**src/rtl/key_expand_if.sv**
```systemverilog
`default_nettype none
// ============================================================================
// Module   : key_expand_if
// Purpose  : Handshake and subWord bus between the AES-128 key expansion
//            sequencer and its environment (key source, round-key consumer,
//            and the shared external subWord unit).
// Signals  : start/key      - expansion request and cipher key
//            busy/done      - sequencer status, done is a one-cycle pulse
//            rk_valid/ready - round-key handshake
//            rk_data/round  - current round key and its index 0..10
//            sw_in/sw_out   - subWord operand and result
// Modports : slave  - the sequencer
//            master - the environment around it
// Revision : 1.0 - initial release
// ============================================================================
interface key_expand_if;
    logic         start;
    logic [127:0] key;
    logic         busy;
    logic         rk_valid;
    logic         rk_ready;
    logic [127:0] rk_data;
    logic [3:0]   rk_round;
    logic         done;
    logic [31:0]  sw_in;
    logic [31:0]  sw_out;

    modport slave (
        input  start, key, rk_ready, sw_out,
        output busy, rk_valid, rk_data, rk_round, done, sw_in
    );

    modport master (
        output start, key, rk_ready, sw_out,
        input  busy, rk_valid, rk_data, rk_round, done, sw_in
    );
endinterface
`default_nettype wire

```
**src/rtl/key_expand_ctrl.sv**
```systemverilog
`default_nettype none
// ============================================================================
// Module   : key_expand_ctrl
// Purpose  : AES-128 key expansion sequencer. Presents round keys 0..10 one
//            per rk_valid/rk_ready handshake, time-sharing one external
//            subWord unit (4 S-boxes) per round.
// Ports    : clk    - clock, rising edge
//            rst_n  - asynchronous active-low reset
//            bus    - key_expand_if.slave (start/key in, busy/done status,
//                     round-key handshake, subWord operand/result)
// Params   : SW_REG - subWord result latency, 0 (combinational) or 1
//            (registered externally, adds a SUB cycle per round)
// Revision : 1.0 - initial release
// ============================================================================
module key_expand_ctrl #(
    parameter int SW_REG = 0
) (
    input  wire logic      clk,
    input  wire logic      rst_n,
    key_expand_if.slave    bus
);

    typedef enum logic [1:0] {
        S_IDLE    = 2'd0,
        S_PRESENT = 2'd1,
        S_SUB     = 2'd2
    } state_t;

    localparam logic [3:0] C_LAST_ROUND = 4'd10;

    state_t       state_q;
    logic [127:0] rk_data_q;
    logic [3:0]   rk_round_q;
    logic [7:0]   rcon_q;
    logic         rk_valid_q;
    logic         busy_q;
    logic         done_q;

    logic [31:0]  t_d;
    logic [31:0]  w0_d, w1_d, w2_d, w3_d;
    logic [127:0] rk_data_d;
    logic [7:0]   rcon_d;

    // The subWord operand always tracks the key register, so in SUB the
    // externally registered result belongs to the key still held here.
    assign bus.sw_in = {rk_data_q[23:0], rk_data_q[31:24]};

    // Next round key: one S-box word, then a running XOR chain.
    always_comb begin
        t_d       = bus.sw_out ^ {rcon_q, 24'h0};
        w0_d      = rk_data_q[127:96] ^ t_d;
        w1_d      = rk_data_q[95:64]  ^ w0_d;
        w2_d      = rk_data_q[63:32]  ^ w1_d;
        w3_d      = rk_data_q[31:0]   ^ w2_d;
        rk_data_d = {w0_d, w1_d, w2_d, w3_d};
        rcon_d    = {rcon_q[6:0], 1'b0} ^ (rcon_q[7] ? 8'h1B : 8'h00);
    end

    always_ff @(posedge clk or negedge rst_n) begin
        if (!rst_n) begin
            state_q    <= S_IDLE;
            rk_data_q  <= 128'h0;
            rk_round_q <= 4'd0;
            rcon_q     <= 8'h01;
            rk_valid_q <= 1'b0;
            busy_q     <= 1'b0;
            done_q     <= 1'b0;
        end else begin
            done_q <= 1'b0;
            case (state_q)
                S_IDLE: begin
                    if (bus.start) begin
                        rk_data_q  <= bus.key;
                        rk_round_q <= 4'd0;
                        rcon_q     <= 8'h01;
                        rk_valid_q <= 1'b1;
                        busy_q     <= 1'b1;
                        state_q    <= S_PRESENT;
                    end
                end
                S_PRESENT: begin
                    // rk_valid is always high here, so rk_ready alone marks
                    // the handshake.
                    if (bus.rk_ready) begin
                        if (rk_round_q == C_LAST_ROUND) begin
                            rk_valid_q <= 1'b0;
                            busy_q     <= 1'b0;
                            done_q     <= 1'b1;
                            state_q    <= S_IDLE;
                        end else if (SW_REG == 0) begin
                            rk_data_q  <= rk_data_d;
                            rk_round_q <= rk_round_q + 4'd1;
                            rcon_q     <= rcon_d;
                        end else begin
                            rk_valid_q <= 1'b0;
                            state_q    <= S_SUB;
                        end
                    end
                end
                S_SUB: begin
                    rk_data_q  <= rk_data_d;
                    rk_round_q <= rk_round_q + 4'd1;
                    rcon_q     <= rcon_d;
                    rk_valid_q <= 1'b1;
                    state_q    <= S_PRESENT;
                end
                default: begin
                    rk_valid_q <= 1'b0;
                    busy_q     <= 1'b0;
                    state_q    <= S_IDLE;
                end
            endcase
        end
    end

    assign bus.busy     = busy_q;
    assign bus.rk_valid = rk_valid_q;
    assign bus.rk_data  = rk_data_q;
    assign bus.rk_round = rk_round_q;
    assign bus.done     = done_q;

endmodule
`default_nettype wire

```
**src/flat_wrapper.sv**
```systemverilog
// flat-port wrapper written by rule: the top's interface ports become plain ports
module key_expand_ctrl_flat 
#(
    parameter int SW_REG = 0
)
  (clk, rst_n, bus_start, bus_key, bus_rk_ready, bus_sw_out, bus_busy, bus_rk_valid, bus_rk_data, bus_rk_round, bus_done, bus_sw_in);
  key_expand_if bus_i ();
  input  wire logic clk;
  input  wire logic rst_n;
  input wire logic [$bits(bus_i.start)-1:0] bus_start;
  input wire logic [$bits(bus_i.key)-1:0] bus_key;
  input wire logic [$bits(bus_i.rk_ready)-1:0] bus_rk_ready;
  input wire logic [$bits(bus_i.sw_out)-1:0] bus_sw_out;
  output wire logic [$bits(bus_i.busy)-1:0] bus_busy;
  output wire logic [$bits(bus_i.rk_valid)-1:0] bus_rk_valid;
  output wire logic [$bits(bus_i.rk_data)-1:0] bus_rk_data;
  output wire logic [$bits(bus_i.rk_round)-1:0] bus_rk_round;
  output wire logic [$bits(bus_i.done)-1:0] bus_done;
  output wire logic [$bits(bus_i.sw_in)-1:0] bus_sw_in;
  assign bus_i.start = bus_start;
  assign bus_i.key = bus_key;
  assign bus_i.rk_ready = bus_rk_ready;
  assign bus_i.sw_out = bus_sw_out;
  assign bus_busy = bus_i.busy;
  assign bus_rk_valid = bus_i.rk_valid;
  assign bus_rk_data = bus_i.rk_data;
  assign bus_rk_round = bus_i.rk_round;
  assign bus_done = bus_i.done;
  assign bus_sw_in = bus_i.sw_in;
  key_expand_ctrl #(.SW_REG(SW_REG)) u_core (.clk(clk), .rst_n(rst_n), .bus(bus_i));
endmodule
```
**config.mk**
```make
export PLATFORM = sky130hd
export DESIGN_NAME = key_expand_ctrl_flat
export DESIGN_NICKNAME = d
export VERILOG_FILES = /design/src/rtl/key_expand_if.sv /design/src/rtl/key_expand_ctrl.sv /design/src/flat_wrapper.sv
export SDC_FILE = /design/constraint.sdc
export NUM_CORES = 1
export LEC_CHECK = 0
export CAP_MARGIN = 20
export CORE_MARGIN = 2
export CORE_UTILIZATION = 45
export CTS_CLUSTER_DIAMETER = 30
export DETAILED_ROUTE_END_ITERATION = 6
export PLACE_DENSITY = 0.82
export SETUP_SLACK_MARGIN = 0.1
export SLEW_MARGIN = 20
export SYNTH_ARGS = -nofsm -noshare
export SYNTH_HDL_FRONTEND = slang
export SYNTH_SLANG_ARGS = --single-unit
```
**constraint.sdc**
```tcl
create_clock -name clk -period 2.3 [get_ports clk]
set_clock_uncertainty 0.2 [all_clocks]
set_input_delay 0.46 -clock clk [delete_from_list [all_inputs] [get_ports clk]]
set_output_delay 0.46 -clock clk [all_outputs]
set_load 0.005 [all_outputs]
```
# Yosys cells after proc, flatten, opt, wreduce, memory -nomap -nowiden
# Cells that the tools add are included.
[word_totals]
reg_bits = 145
inputBits = 164
out_inout_bits = 167
word_cells = 52
[op_classes]
addsub = 1
n_eq_ne = 7
n_mux = 25
n_bitwise = 7
reduce_logical = 5
[ops]
columns = ["operator", "n"]
rows = [
  ["128-bit 2-to-1 mux", 3],
  ["128-bit case mux with 3 select lines", 1],
  ["32-bit bitwise XOR", 5],
  ["8-bit 2-to-1 mux", 3],
  ["8-bit case mux with 3 select lines", 1],
  ["4-bit 2-to-1 mux", 3],
  ["4-bit case mux with 3 select lines", 1],
  ["4-bit AND reduction", 2],
  ["8-bit bitwise XOR", 1],
  ["1-bit 2-to-1 mux", 6],
  ["2-bit 2-to-1 mux", 3],
  ["2-bit inequality test, second input constant", 3],
  ["1-bit case mux with 3 select lines", 2],
  ["2-bit case mux with 3 select lines", 1],
  ["5-bit 2-to-1 mux", 1],
  ["4-bit by 1-bit adder with 4-bit output, second input constant", 1],
  ["4-bit equality test, second input constant", 1],
  ["3-bit AND reduction", 1],
  ["3-bit nonzero test", 1],
  ["2-bit by 1-bit equality test with 1-bit output, second input constant", 1],
  ["2-bit equality test, second input constant", 1],
  ["2-bit logical NOT", 1],
  ["2-bit by 1-bit inequality test with 1-bit output, second input constant", 1],
  ["1-bit inverter", 1],
]

# Depth between registers and ports, before layout
# Gate-level depths: netlist of the first run.
[logic_depth]
word_depth = 8
ltp_mapped = 9
mapped_depth_nobuf = 6

# Least setup slack after synthesis of the first run
# OpenSTA, ideal clock, no wires.
[synth_timing]
path_kind = "reg2reg"
from = "register u_core.rk_round_q[0], in the netlist u_core.bus.rk_round[0]"
to = "register u_core.rk_data_q[119], in the netlist u_core.bus.rk_data[119]"
setup_time_ps = 135
arrival_ps = 1590
required_time_ps = 1965
path_slack_ps = 375
stages_incl_launch_ff = 9
path_buffers = 2
synth_period_minus_slack_ps = 1925
path_cell_list = "dfrtp_1 > inv_1 > ha_1 > and3b_1 > buf_2 > buf_2 > or3_1 > a21oi_1 > a311oi_1"
[synth_between]
elab_chain_cells = 3
[synth_rtl]
columns = ["item", "line", "text"]
rows = [
  ["start: declaration", "key_expand_ctrl.sv:33", "logic [3:0] rk_round_q;"],
  ["start signal: assignment", "key_expand_ctrl.sv:92", "rk_round_q <= rk_round_q + 4'd1;"],
  ["start signal: assignment", "key_expand_ctrl.sv:102", "rk_round_q <= rk_round_q + 4'd1;"],
  ["4-bit equality test", "key_expand_ctrl.sv:85", "if (rk_round_q == C_LAST_ROUND) begin"],
  ["2-bit inequality test (no source line)", "-", ""],
  ["4-bit AND reduction (no source line)", "-", ""],
  ["end signal: assignment", "key_expand_ctrl.sv:73", "rk_data_q <= bus.key;"],
  ["end signal: assignment", "key_expand_ctrl.sv:91", "rk_data_q <= rk_data_d;"],
  ["end signal: assignment", "key_expand_ctrl.sv:101", "rk_data_q <= rk_data_d;"],
  ["end: declaration", "key_expand_ctrl.sv:32", "logic [127:0] rk_data_q;"],
]
# No other way between the ends.
# A chain may end at the register's enable or synchronous reset.

# Worst setup path after layout of the first run
[layout_timing]
from = "register u_core.rk_data_q[20], in the netlist u_core.bus.rk_data[20]"
to = "output bus_sw_in[28]"
[layout_rtl]
columns = ["item", "line", "text"]
rows = [
  ["end: declaration", "flat_wrapper.sv:19", "output wire logic [$bits(bus_i.sw_in)-1:0] bus_sw_in;"],
]
# No word-level cell between the ends.

==> flow_metrics.env, run 1 <==
export IMPL_power_density_nw_per_um2=1520
export IMPL_crit_path_cell_trace="clkdlybuf4s50_1"
export IMPL_cell_count_along_the_critical_path=1
export IMPL_setup_slack_ns=0.120
export IMPL_path_buf_inv=1
export IMPL_wl_um=32100
export IMPL_holdCritStartpoint="u_core.rcon_q[1]"
export IMPL_period_needed_ns=2.18
export IMPL_crit_end="bus_sw_in[28]"
export IMPL_synth_ff_latch_count=142
export IMPL_synth_async_sr_flop_share=1.00
export IMPL_pin_count_of_the_biggest_net_entering_global_routing=50
export IMPL_io_buffer_count=330
export IMPL_r2r_start="u_core.bus.rk_round[1]"
export IMPL_synth_cells=864
export IMPL_postSynth_topFlopCell="dfrtp_1"
export IMPL_numCtsBuffers=17
export IMPL_share_of_yosys_cell_area_claimed_by_the_top_area_cell_type=0.404
export IMPL_worst_ir_drop_vdd_mv=0.631
export IMPL_final_period_util=0.948
export IMPL_max_cap_viol_count=0
export IMPL_initial_utilization=0.463
export IMPL_tritoncts="yes"
export IMPL_outcome="finished, final reports clean"
export IMPL_post_synth_cell_area_avg_um2=10.1
export IMPL_worst_endpoint_required_ns=1.64
export IMPL_standard_cell_row_count=50
export IMPL_number_of_nets_at_the_end_of_the_flow=1352
export IMPL_postPlaceCellArea_um2=12500
export IMPL_initial_antenna_violation_count=4
export IMPL_detailed_routing_iteration_count_for_the_pre_antenna_repair_pass=5
export IMPL_post_synth_edffs=0
export IMPL_slowest_stage="clkdlybuf4s50_1"
export IMPL_syn2layout_area_growth_pct=50.2
export IMPL_whs_ns=0.334
export IMPL_die_y_um=143
export IMPL_maximum_fanout_encountered_on_the_critical_timing_path=4
export IMPL_design_die_area_um2=20500
export IMPL_slowest_delay_ns=0.57
export IMPL_maxSlewHeadroom=0.574
export IMPL_grt_pass1_vias=8344
export IMPL_reg2reg_to="u_core.bus.rk_data[11]"
export IMPL_timing_critical_path_from_type="register"
export IMPL_fillers=1440
export IMPL_worstSetupPathType="register to primary output"
export IMPL_synthDistinctLibCells=46
export IMPL_num_vias=8586
export IMPL_floorplan_core_area_um2=18900
export IMPL_cts_htree_levels=4
export IMPL_seq_area_frac_synth=0.407
export IMPL_leakage_nw=5.63
export IMPL_critical_path_startpoint="u_core.bus.rk_data[20]"
export IMPL_timing_max_transition_violations_final=0
export IMPL_syn_cell_area_um2=8740
export IMPL_vias_per_cell=5.87
export IMPL_timing_reg2reg_worst_path_depth=6
export IMPL_final_hold_viol_count=0
export IMPL_maxClockFrequency_mhz=459
export IMPL_ff2ff_setup_slack_ns=0.22
export IMPL_worst_setup_slack_after_placement_ns=-0.120
export IMPL_clock_sink_count=142
export IMPL_cts_max_path_buffers=2
export IMPL_wl_per_cell_um=22.0
export IMPL_clock_tree_root_cell="clkbuf_16"
export IMPL_cp_end_kind="primary output"
export IMPL_global_route_usage_total=0.309
export IMPL_drt_iter0_drc=738
export IMPL_post_route_cells_drive_above_1_share=0.121
export IMPL_post_route_cell_area_um2=13100
export IMPL_timing_worst_slew_pin_value_ns=0.638
export IMPL_synth_fp_nets=1030
export IMPL_worst_ep_arrival_time_ns=1.52
export IMPL_die_w_um=143
export IMPL_io_pins=331
export IMPL_grt_first_pass_wirelength_um=47800
export IMPL_holdCritPathClass="register to register"
export IMPL_drtAntennaViolNets=0
export IMPL_dpl_hpwl_um=23300
export IMPL_setup_violations=0
export IMPL_post_layout_total_power_mw=19.9
export IMPL_overflow=0
export IMPL_synth_warning_count=0
export IMPL_worst_path_dominant_cell_family="buffers and inverters"
export IMPL_grt_setup_unrepaired="false"
export IMPL_post_cts_clock_slew_at_the_launch_and_capture_registers_of_the_worst_setup_and_hold_paths_ns=0.06
export IMPL_routabilityCongestion=0.908
export IMPL_remaining_drc_errors=0
export IMPL_yosys_top_cells_area="dfrtp_1, xnor3_1, buf_4, mux2i_1, o21ai_0"
export IMPL_post_synth_top_area_cell="dfrtp_1"
export IMPL_insertion_delay_ns=0.43
[worst min-delay path, delay by kind of cell, from the launching register on]
kind / cells / cell delay, ns
compound gates: 1 / 0.06
flops: 1 / 0.39
simple gates: 1 / 0.06
[timing repair]
| item | 4_1_cts | 5_1_grt |
|---|---|---|
| setup endpoints to repair | 2 | 1 |
| hold buffers | 1 | 0 |
| hold endpoints to repair | 44 | 0 |
| buffers inserted | 1 | 0 |
| resized for setup | 0 | 1 |
[power by group]
group	switching, mW	leakage (nW)	internal (mW)
Sequential	1.50	1.68	3.79
Combinational	5.09	3.67	6.81
Clock	1.12	0.278	1.59
Total	7.71	5.63	12.2
[placed cells by master (no fill, tap or decap), types with 10 or more instances in the layout]
cell type	Yosys	routed
dfrtp_1	141	139
mux2i_1	24	24
nor2_1	53	52
xnor3_1	26	26
o221a_2	14	14
buf_4	40	59
inv_1	38	38
nand2_1	46	44
o21a_1	10	10
a21oi_1	39	38
a311oi_1	24	24
o21ai_0	44	44
xnor2_1	14	14
buf_12	0	13
o31a_1	14	14
a22oi_1	24	24
nand3_1	12	12
o211ai_1	26	26
clkdlybuf4s50_1	0	329
o22ai_1	24	24
clkbuf_16	0	17
nor3_1	38	38
xor2_1	15	15
a211o_1	14	14
nor4_1	10	10
a221o_1	16	16
or3_1	34	34
[synthesized netlist by cell type (7+ instances only)]
library cell and number:
a211o_1 14, a21boi_0 8, a21o_1 7, a21oi_1 39, a221o_1 16, a22oi_1 24
a311oi_1 24, and3_1 8, buf_1 7, buf_2 21, buf_4 40, clkbuf_1 28
dfrtp_1 141, inv_1 38, mux2i_1 24, nand2_1 46, nand3_1 12, nand4bb_1 8
nor2_1 53, nor3_1 38, nor4_1 10, o211ai_1 26, o21a_1 10, o21ai_0 44
o221a_2 14, o22ai_1 24, o31a_1 14, o41ai_1 8, or3_1 34, xnor2_1 14
xnor3_1 26, xor2_1 15, xor2_2 7
[state kept, by name, summed over array words and instances, names as in the netlist]
name / flops
u_core.bus.busy: 1
u_core.rcon_q: 8
u_core.bus.rk_round: 4
u_core.bus.done: 1
u_core.bus.rk_data: 128
[kinds of logic after synthesis]
family	count (synthesis)	synth area share
buf+inv	138	0.0829
mux	24	0.0275
compound gates	274	0.228
simple gates	215	0.124
xor+xnor	69	0.129
flops	142	0.407
fa+ha+maj	2	0.00286
[cell type report]
| class | count | area [µm²] | area share |
|---|---|---|---|
| clock inverter | 10 | 86.3 | 0.00658 |
| clock buffer | 22 | 484 | 0.0369 |
| inverter | 38 | 143 | 0.0109 |
| tap | 260 | 325 | 0.0248 |
| sequential | 142 | 3560 | 0.271 |
| multi-input combinational | 584 | 4500 | 0.343 |
| antenna | 4 | 10.0 | 0.000763 |
| timing repair buffer | 403 | 4020 | 0.306 |
[metrics by stage]
step                      TNS, ns   util  cells
after global routing            0  0.695   1463
after floorplan                 0      -    864
after detailed placement    -1.87  0.663   1425
after global placement     -0.895  0.663   1425
after CTS                       0  0.694   1459
final                           0  0.695   1463
[per-layer routing]
metal / track usage / wire [µm] / up-vias
li1: - / - / 3833
met1: 0.402 / 13200 / 4219
met2: 0.487 / 14900 / 445
met3: 0.0706 / 2600 / 89
met4: 0.154 / 1410 / 0
met5: 0 / 0 / -
[worst min-delay path by stage]
stage | end | slack [ns] | depth (start not counted)
finish | u_core.rcon_q[2] | 0.33 | 2
global route | u_core.bus.rk_data[119] | 0.36 | 1
CTS | u_core.rcon_q[2] | 0.34 | 2
detailed placement | u_core.bus.rk_data[16] | 0.24 | 1
global placement | u_core.bus.rk_data[16] | 0.24 | 1
floorplan | u_core.bus.busy | -0.04 | 0
No activity file was read; power rests on OpenSTA's default activity.
==> run 2: changes to the inputs <==
SLEW_MARGIN = 25   (was 20)
==> results of run 2 <==
No change in the layout: final DEF, timing and power equal those of run 1.
